$ cat src/rtl/rr_tag_arb.sv
// Round-robin arbiter: N masked requests -> one registered tag/rdy offer, held until ack or withdraw.
// Latency 1 cycle request->rdy, max one grant per 2 cycles; RR_TAG_ARB_STATS_EN adds saturating grant_cnt.
module rr_tag_arb #(
  parameter int N      = 4,
  parameter int TAG_SZ = 5,
  parameter int CNT_SZ = 16
) (
  input  logic              clk,
  input  logic              rst,
  output logic [TAG_SZ-1:0] tag,
  output logic              rdy,
  input  logic              ack,
  input  logic [N-1:0]      rdy_in,
  output logic [N-1:0]      ack_out,
  input  logic [N-1:0]      en_mask
`ifdef RR_TAG_ARB_STATS_EN
  ,
  output logic [N*CNT_SZ-1:0] grant_cnt
`endif
);

  localparam int PW = (N > 1) ? $clog2(N) : 1;
  localparam int NP = 1 << PW;

  if (N < 1 || N > 1024 || TAG_SZ < 1 || CNT_SZ < 1 ||
      (TAG_SZ < 11 && (1 << TAG_SZ) < N)) begin : g_param_chk
    $error("rr_tag_arb: illegal N / TAG_SZ / CNT_SZ combination");
  end

  typedef enum logic {S_IDLE, S_OFFER} state_t;

  state_t          r_state;
  state_t          w_state_nxt;
  logic [PW-1:0]   r_ptr;
  logic [PW-1:0]   w_ptr_nxt;
  logic [PW-1:0]   r_sel;
  logic [PW-1:0]   w_sel_nxt;
  logic [NP-1:0]   w_elig;
  logic [NP-1:0]   w_req;
  logic [PW:0]     w_idx;
  logic [PW-1:0]   w_pick;
  logic            w_found;
  logic            w_accept;

  // Padded to a power of two so the PW-bit channel index always fits exactly.
  assign w_elig = NP'(rdy_in & en_mask);
  assign w_req  = NP'(rdy_in);

  // Walk offsets from the far end so the closest eligible channel to r_ptr wins.
  always_comb begin
    w_found = 1'b0;
    w_pick  = '0;
    w_idx   = '0;
    for (int i = N - 1; i >= 0; i--) begin
      w_idx = {1'b0, r_ptr} + (PW + 1)'(i);
      if (w_idx >= (PW + 1)'(N)) begin
        w_idx = w_idx - (PW + 1)'(N);
      end
      if (w_elig[w_idx[PW-1:0]]) begin
        w_found = 1'b1;
        w_pick  = w_idx[PW-1:0];
      end
    end
  end

  always_comb begin
    w_state_nxt = r_state;
    w_ptr_nxt   = r_ptr;
    w_sel_nxt   = r_sel;
    w_accept    = 1'b0;
    case (r_state)
      S_IDLE: begin
        if (w_found) begin
          w_sel_nxt   = w_pick;
          w_state_nxt = S_OFFER;
        end
      end
      S_OFFER: begin
        if (!w_req[r_sel]) begin
          w_state_nxt = S_IDLE;
        end else if (ack) begin
          w_accept    = 1'b1;
          w_state_nxt = S_IDLE;
          w_ptr_nxt   = (r_sel == PW'(N - 1)) ? '0 : r_sel + PW'(1);
        end
      end
      default: w_state_nxt = S_IDLE;
    endcase
  end

  always_ff @(posedge clk or negedge rst) begin
    if (!rst) begin
      r_state <= S_IDLE;
      r_ptr   <= '0;
      r_sel   <= '0;
    end else begin
      r_state <= w_state_nxt;
      r_ptr   <= w_ptr_nxt;
      r_sel   <= w_sel_nxt;
    end
  end

  assign rdy     = (r_state == S_OFFER);
  assign tag     = TAG_SZ'(r_sel);
  assign ack_out = w_accept ? (N'(1) << r_sel) : '0;

`ifdef RR_TAG_ARB_STATS_EN
  logic [N-1:0][CNT_SZ-1:0] r_cnt;

  always_ff @(posedge clk or negedge rst) begin
    if (!rst) begin
      r_cnt <= '0;
    end else begin
      for (int k = 0; k < N; k++) begin
        if (ack_out[k] && (r_cnt[k] != {CNT_SZ{1'b1}})) begin
          r_cnt[k] <= r_cnt[k] + CNT_SZ'(1);
        end
      end
    end
  end

  assign grant_cnt = r_cnt;
`endif

endmodule

$ cat config.mk
export PLATFORM = sky130hd
export DESIGN_NAME = rr_tag_arb
export DESIGN_NICKNAME = d
export VERILOG_FILES = /design/src/rtl/rr_tag_arb.sv
export SDC_FILE = /design/constraint.sdc
export NUM_CORES = 1
export LEC_CHECK = 0
export CAP_MARGIN = 20
export CORE_AREA = 2 2 39 41
export CTS_CLUSTER_DIAMETER = 80
export DETAILED_ROUTE_END_ITERATION = 16
export DIE_AREA = 0 0 41 43
export PLACE_DENSITY_LB_ADDON = 0.1
export SLEW_MARGIN = 20
export SYNTH_ARGS = -nofsm -noshare
export SYNTH_HDL_FRONTEND = slang
export SYNTH_SLANG_ARGS = --single-unit
$ cat constraint.sdc
create_clock -name clk -period 2.3 [get_ports clk]
set_input_delay 0.46 -clock clk [delete_from_list [all_inputs] [get_ports clk]]
set_output_delay 0.46 -clock clk [all_outputs]
set_load 0.01 [all_outputs]
**After elaboration in Yosys (flattened, before gate mapping)**

Cells that the tools add are included.

- Register bits after elaboration: 5
- Logic and storage cells: 57

- Reductions and logical operators: 2
- Equality and inequality tests: 1
- Add/sub/neg operators: 8
- Muxes and demuxes: 31
- Bitwise operators: 2
- Order comparisons: 9
- Shift-type cells: 1

Operators with widths:

| kind | number |
|---|---|
| 2-bit two-way mux | 9 |
| 2-bit by 3-bit less-than comparator with 1-bit output, second input constant | 5 |
| 1-bit two-way mux | 15 |
| 1-bit binary-select mux with 2-bit select | 5 |
| 3-bit >= comparator, second input constant | 3 |
| 2-bit by 1-bit subtractor with 2-bit output, second input constant | 4 |
| 2-bit by 2-bit adder with 3-bit output, second input constant | 2 |
| 4-bit AND | 1 |
| 4-bit two-way mux | 1 |
| 1-bit by 2-bit << shifter with 4-bit output, first input constant | 1 |
| 2-bit by 1-bit adder with 3-bit output, second input constant | 1 |
| 2-bit by 3-bit >= comparator with 1-bit output, second input constant | 1 |
| 3-bit AND reduction | 1 |
| 2-bit by 1-bit adder with 2-bit output, second input constant | 1 |
| 2-bit == test, second input constant | 1 |
| 1-bit one-hot mux with 2 select lines | 1 |
| 2-bit AND reduction | 1 |
| 1-bit inverter | 1 |

**Logic depth before layout (Yosys ltp)**

Gate-level depths: netlist of run 1.

- Word-level depth: 11
- Mapped depth: 4
- Depth with buffers taken out: 4

**Worst setup path after synthesis of run 1**

No wires, ideal clock.

- Path type: register to output
- From: register r_sel[1]
- To: output ack_out[0]
- Setup slack: 0.433 ns
- Stages on the path, launching flop included: 4
- Required time: 1.840 ns
- Data arrival time: 1.407 ns
- Cells stage by stage: dfrtp_1 > mux4_2 > and3_4 > and2_2

- Cells in the longest elaborated chain, start to end: 5
- Elaborated cells on any way between the ends: 6
- Classes of those cells: shift (1); mux (5)

Ends and longest elaborated chain:

| item | RTL line | text |
|---|---|---|
| start: declaration | 36 | `logic [PW-1:0] r_sel;` |
| start signal: assignment | 99 | `r_sel <= w_sel_nxt;` |
| 1-bit binary-select mux with 2-bit select | 79 | `if (!w_req[r_sel]) begin` |
| 1-bit two-way mux (implied by the code) | 79 |  |
| 1-bit two-way mux | 79 |  |
| 1-bit two-way mux | 71 | `case (r_state)` |
| 4-bit two-way mux * | 105 | `assign ack_out = w_accept ? (N'(1) << r_sel) : '0;` |
| end: declaration | 14 | `output logic [N-1:0] ack_out,` |

Mark *: on every way between the ends. The rest lies on a longest branch, timed or not. The select of a mux whose other input is x is not followed.

**Worst setup path after layout of run 1**

- From: input rdy_in[3]
- To: output ack_out[0]

- Cells in the longest elaborated chain, start to end: 5

Ends and longest elaborated chain:

| item | RTL line | text |
|---|---|---|
| start: declaration | 13 | `input logic [N-1:0] rdy_in,` |
| 1-bit binary-select mux with 2-bit select | 79 |  |
| 1-bit two-way mux (implied by the code) | 79 |  |
| 1-bit two-way mux | 79 |  |
| 1-bit two-way mux | 71 |  |
| 4-bit two-way mux | 105 |  |

Every way passes these cells. The select of a mux whose other input is x is not followed.

==> qor.csv, run 1 <==
metric,value,unit
maxCapViolCount,0,
critPathMaxFanout,5,
wl_per_cell,10.9,um
num_rows,14,
syn_inst,46,
clk_pin_slew,0.04,ns
rsz0062_at_grt,false,
cts.path.max_buffers,2,
cts_tree,yes,
cts_buffers,3,
layout.nets,88,
hpwl,816,um
gp_congestion,0.786,
cp_data_arrival_time,1.66,ns
yosys.area.top_type_share,29.3,%
path_class,input pin to primary output,
finalSetupViolations,0,
outcome,finished clean,
cp_num_buf_inv,2,
cp.required,1.84,ns
dieArea,0.00176,sq mm
drc_errors,0,
via_count,398,
fin_ws,0.181,ns
clock.fmax,472,MHz
cp_slowest_cell,mux4_2,
ys_ff_latch,5,
hold_viol,0,
initial_core_util,30.8,%
fp.dieH,43,um
grt_max_degree,8,
hold_path.class,input pin to asynchronous set/reset pin,
io_pins,21,
period_needed,2.12,ns
skew,0.00138,ns
grt_pass1_vias,372,
drt_iter0_drc,2,
grt_usage,13.7,%
syn_avg_cell_area,9.28,sq um
cp-end-kind,primary output,
antenna_found_initial,0,
syn_area,427,sq um
synth_area_leader_cell,dfrtp_1,
clockRootBuffer,clkbuf_4,
firstDrtPassIters,4,
drive_above_1_share,30.6,%
gr-total-overflow,0,
coreArea,0.00138,sq mm
ant_nets,0,
n_antenna_cell,0,
fin_crit_sh,92.1,%
ys_types,21,
crit_family,multiplexers,
io_buffers,17,
place_ws,-0.396,ns
max_stage_delay,0.48,ns
finalSetupTns,0,ns
cp_cell_sequence,dlygate4sd2_1 > mux4_2 > and3_4 > and2_2 > buf_6,
drt_wl_total,960,um
cts-htree-levels,1,
synth_area_leaders,"dfrtp_1, ha_1, and2_2",
post_cts_buffers,0,
yosys_warnings,0,
ys_seq_area_share,29.3,%
finalMaxSlewViolations,0,
crit_path_start_kind,input pin,
grt_pass1_wl,1630,um
final.fill_count,140,
cts_sinks,5,
ir_drop,0.000347,V
syn2layout_area_growth,59.5,%
die_w,41,um
clk-insertion-delay-late,0.24,ns
ctsHoldBuffers,0,
via_per_inst,4.52,
pwr_density_cell,953,mW/mm^2
p_leak,0.344,nW
==> routing by layer <==
metal  GRT usage [%]  share of wire [%]  up-vias
li1                -                  -      207
met1            19.5                 46      177
met4            8.00                  0        0
met3            1.57                5.2        0
met5               0                  0        -
met2            19.1                 49       14
==> power by group <==
part	switching, mW	internal (mW)	total [mW]	leakage, nW
sequential	0.0580	0.132	0.190	0.0603
clock	0.0351	0.0655	0.101	0.0150
combinational	0.143	0.214	0.358	0.269
total	0.236	0.412	0.648	0.344
==> logic make-up (layout without fill, tap and decap cells) <==
family	after synthesis	count (layout)	synth area share (%)
AND/OR/NAND/NOR	17	17	21.7
AO/OA/AOI/OAI	10	10	16.1
buffers and inverters	6	30	7.92
flip-flops	5	5	29.3
adder cells (fa/ha/maj)	4	4	11.7
multiplexers	3	3	12.3
other	1	3	0.879
==> state kept, by name (all words and copies together) (netlist names) <==
signal and count:
r_ptr 2, r_sel 2, rdy 1
==> per-stage QoR <==
step	cell area [sq um]	instances	hold slack [ns]	util, %	power, mW
2_1_floorplan	434	48	0.164	-	0.377
3_3_place_gp	647	84	0.576	46.7	0.551
3_5_place_dp	647	84	0.569	46.7	0.550
4_1_cts	676	88	0.439	48.8	0.660
5_1_grt	681	88	0.461	49.2	0.705
6_report	681	88	0.437	49.2	0.648
==> cell type report <==
class / instances / area, sq um / area share (%)
repair buffers: 23 / 223 / 32.7
flip-flops and latches: 5 / 125 / 18.4
multi-input cells: 37 / 275 / 40.4
well taps: 16 / 20.0 / 2.94
clock buffers: 4 / 26.3 / 3.86
inverters: 3 / 11.3 / 1.65
==> repair_timing <==
action | CTS | global route
endpoints found under the setup margin | 4 | 4
resized for setup | 22 | 2
pin swaps | 1 | 0
==> cell usage after synthesis (all sizes together) <==
cell type / count
buf: 3
o21ai: 4
nand3: 1
nor2b: 1
ha: 4
a31o: 1
a22o: 1
o31ai: 1
conb: 1
a22oi: 1
dfrtp: 5
and2: 4
a21boi: 1
nor2: 2
a221oi: 1
nand2: 7
inv: 3
and3: 2
mux2: 2
mux4: 1
==> worst paths after layout <==
kind | slack [ns] | startpoint | endpoint | cells past startpoint
max | 0.18 | rdy_in[3] | ack_out[0] | 5
min | 0.44 | rst | r_ptr[1]$_DFFE_PN0P_ | 1
max reg2reg | 0.68 | r_sel[1]$_DFFE_PN0P_ | r_ptr[1]$_DFFE_PN0P_ | 4
min reg2reg | 0.58 | r_ptr[0]$_DFFE_PN0P_ | r_ptr[0]$_DFFE_PN0P_ | 1
max in group asynchronous | 1.68 | rst | r_sel[1]$_DFFE_PN0P_ | 1
min in group clk | 0.58 | r_ptr[0]$_DFFE_PN0P_ | r_ptr[0]$_DFFE_PN0P_ | 1
==> cell usage in the layout, fill, tap and decap left out, drive strengths merged, types with 2 or more instances in the layout <==
master	Yosys	final
dlygate4sd2	0	2
dfrtp	5	5
conb	1	3
inv	3	3
ha	4	4
and3	2	2
nand2	7	7
o21ai	4	4
mux2	2	2
and2	4	4
clkdlybuf4s50	0	9
dlymetal6s2s	0	2
buf	3	10
nor2	2	2
clkbuf	0	4
(Power assumes the default switching activity.)
==> run 2, diff against run 1 <==
--- a/config.mk
+++ b/config.mk
@@ -11,7 +11,6 @@
 export DETAILED_ROUTE_END_ITERATION = 16
 export DIE_AREA = 0 0 41 43
 export PLACE_DENSITY_LB_ADDON = 0.1
-export SLEW_MARGIN = 20
 export SYNTH_ARGS = -nofsm -noshare
 export SYNTH_HDL_FRONTEND = slang
 export SYNTH_SLANG_ARGS = --single-unit
==> constraint.sdc (replaced) <==
create_clock -name clk -period 2.6 [get_ports clk]
set_input_delay 0.52 -clock clk [delete_from_list [all_inputs] [get_ports clk]]
set_output_delay 0.52 -clock clk [all_outputs]
set_load 0.01 [all_outputs]
==> run 2 against run 1 <==
Final cell count unchanged. Clock skew unchanged. Clock power down 12%. Clock-buffer cell count unchanged. Die area unchanged. Sequential share of layout area up 0.14 points.
==> qor.csv, run 2 (synthesis gave the netlist of run 1 again) <==
metric,value,unit,change
ir_drop,0.000309,V,-11%
grt_max_degree,8,,unchanged
grt_pass1_vias,372,,unchanged
clockRootBuffer,clkbuf_4,,
finalSetupViolations,0,,unchanged
p_leak,0.326,nW,-5.3%
drt_iter0_drc,2,,unchanged
rsz0062_at_grt,false,,
clk-insertion-delay-late,0.24,ns,about the same
cts_tree,yes,,
ant_nets,0,,unchanged
final_util,48.8,%,-0.36 points
clk_pin_slew,0.04,ns,about the same
p_seq_share,29.6,%,+0.3 points
antenna_found_initial,0,,unchanged
mostFrequentLayoutCell,clkdlybuf4s50_1,,
multi_input_area,275,sq um,unchanged
p_clk_share,15.7,%,+0.2 points
coreArea,0.00138,sq mm,unchanged
maxCapViolCount,0,,unchanged
via_per_inst,4.52,,unchanged
drt_wl_total,954,um,-0.63%
dieArea,0.00176,sq mm,unchanged
pwr_density_cell,842,mW/mm^2,-12%
power.switching,208,uW,-12%
critPathMaxFanout,5,,unchanged
final-seq-area,125,sq um,unchanged
die_w,41,um,unchanged
final.fill_count,145,,+3.6%
gr-total-overflow,0,,unchanged
final_cell_mix,"clkdlybuf4s50_1, nand2_1, buf_4",,
cts.path.max_buffers,2,,unchanged
cp.required,2.08,ns,+0.24 ns
post_cts_buffers,0,,unchanged
hpwl,816,um,unchanged
period_needed,2.52,ns,
grt_pass1_wl,1630,um,unchanged
via_count,398,,unchanged
drc_errors,0,,unchanged
power_switching_share,36.5,%,about the same
finalMaxSlewViolations,0,,unchanged
path_class,input pin to primary output,,
fp.dieH,43,um,unchanged
finalNonFillerCells,88,,unchanged
crit_path_start_kind,input pin,,
drive_above_1_share,25.0,%,-5.6 points
p_comb_share,54.8,%,-0.4 points
cp-end-kind,primary output,,
fin_crit_sh,97.1,%,
power,569,uW,-12%
clock.fmax,396,MHz,
hold_viol,0,,unchanged
skew,0.00138,ns,unchanged
hold_path.class,input pin to asynchronous set/reset pin,,
gp_congestion,0.786,,unchanged
placed_cells,84,,unchanged
p_int,361,uW,-12%
initial_core_util,30.8,%,unchanged
cp_data_arrival_time,2.00,ns,+0.34 ns
outcome,finished clean,,
grt_usage,13.7,%,unchanged
num_rows,14,,unchanged
io_buffers,17,,unchanged
cts_buffers,3,,unchanged
syn2layout_area_growth,58.4,%,
cts-htree-levels,1,,unchanged
io_pins,21,,unchanged
firstDrtPassIters,4,,unchanged
layout.nets,88,,unchanged
cts_sinks,5,,unchanged
n_antenna_cell,0,,unchanged
wl_per_cell,10.8,um,-0.62%
-- run 2: cell count changes in the layout (fill, tap and decap cells not counted), sizes merged --
cell           previous run  this run
buf                      10         6
clkdlybuf4s15             0         4
dlygate4sd2               2         0
dlymetal6s2s              2         1
clkdlybuf4s50             9        12
-- run 2: area by class of cell --
class                      count  area share, %
clock buffer                   4           3.89
timing repair buffer          23           32.2
inverter                       3           1.67
sequential                     5           18.5
tap                           16           2.96
multi-input combinational     37           40.7
-- run 2: repair_timing --
action,in CTS,in global routing
hold buffers,0,0
gates cloned,0,0
pin swaps,1,0
endpoints found under the setup margin,4,4
endpoints found under the hold margin,0,0
resized for setup,4,5
-- run 2: stage by stage --
stage	setup TNS (ns)	setup slack [ns]	hold WS [ns]	area (sq um)
after floorplan	0	0.673	0.224	434
after global placement	-0.856	-0.220	0.576	647
after detailed placement	-0.856	-0.216	0.569	647
after CTS	0	0.0116	0.499	668
after global routing	0	0.0182	0.521	676
final	0	0.0760	0.497	676
-- run 2: path summary, 6_finish.rpt --
check / start / end / slack, ns / cells after the start
min in group clk: r_ptr[0]$_DFFE_PN0P_ / r_ptr[0]$_DFFE_PN0P_ / 0.58 / 1
max in group asynchronous: rst / r_sel[1]$_DFFE_PN0P_ / 1.92 / 1
hold / removal: rst / r_ptr[1]$_DFFE_PN0P_ / 0.50 / 1
hold reg to reg: r_ptr[0]$_DFFE_PN0P_ / r_ptr[0]$_DFFE_PN0P_ / 0.58 / 1
setup / recovery: rdy_in[3] / ack_out[0] / 0.08 / 5
setup reg to reg: r_sel[1]$_DFFE_PN0P_ / r_ptr[1]$_DFFE_PN0P_ / 0.98 / 4
-- run 2: routing by layer --
metal	up-vias	wire, um	part of all wire [%]	track usage (%)
li1	207	-	-	-
met1	177	437	46	19.5
met2	14	469	49	19.1
met3	0	47	4.9	1.57
met4	0	0	0	8.00
met5	-	0	0	0
-- run 2: worst max-delay path, stage by stage --
cell and delay, ns:
clkdlybuf4s50_1 0.42, mux4_2 0.48, and3_4 0.18, and2_2 0.18
clkdlybuf4s15_1 0.22
-- run 2: power groups by stage --
stage / Sequential, mW / Combinational (mW) / Clock (mW)
floorplan: 0.176 / 0.158 / 0
detailed placement: 0.166 / 0.320 / 0
finish: 0.168 / 0.311 / 0.0890
global route: 0.176 / 0.345 / 0.0981
CTS: 0.169 / 0.315 / 0.0932
global placement: 0.171 / 0.317 / 0
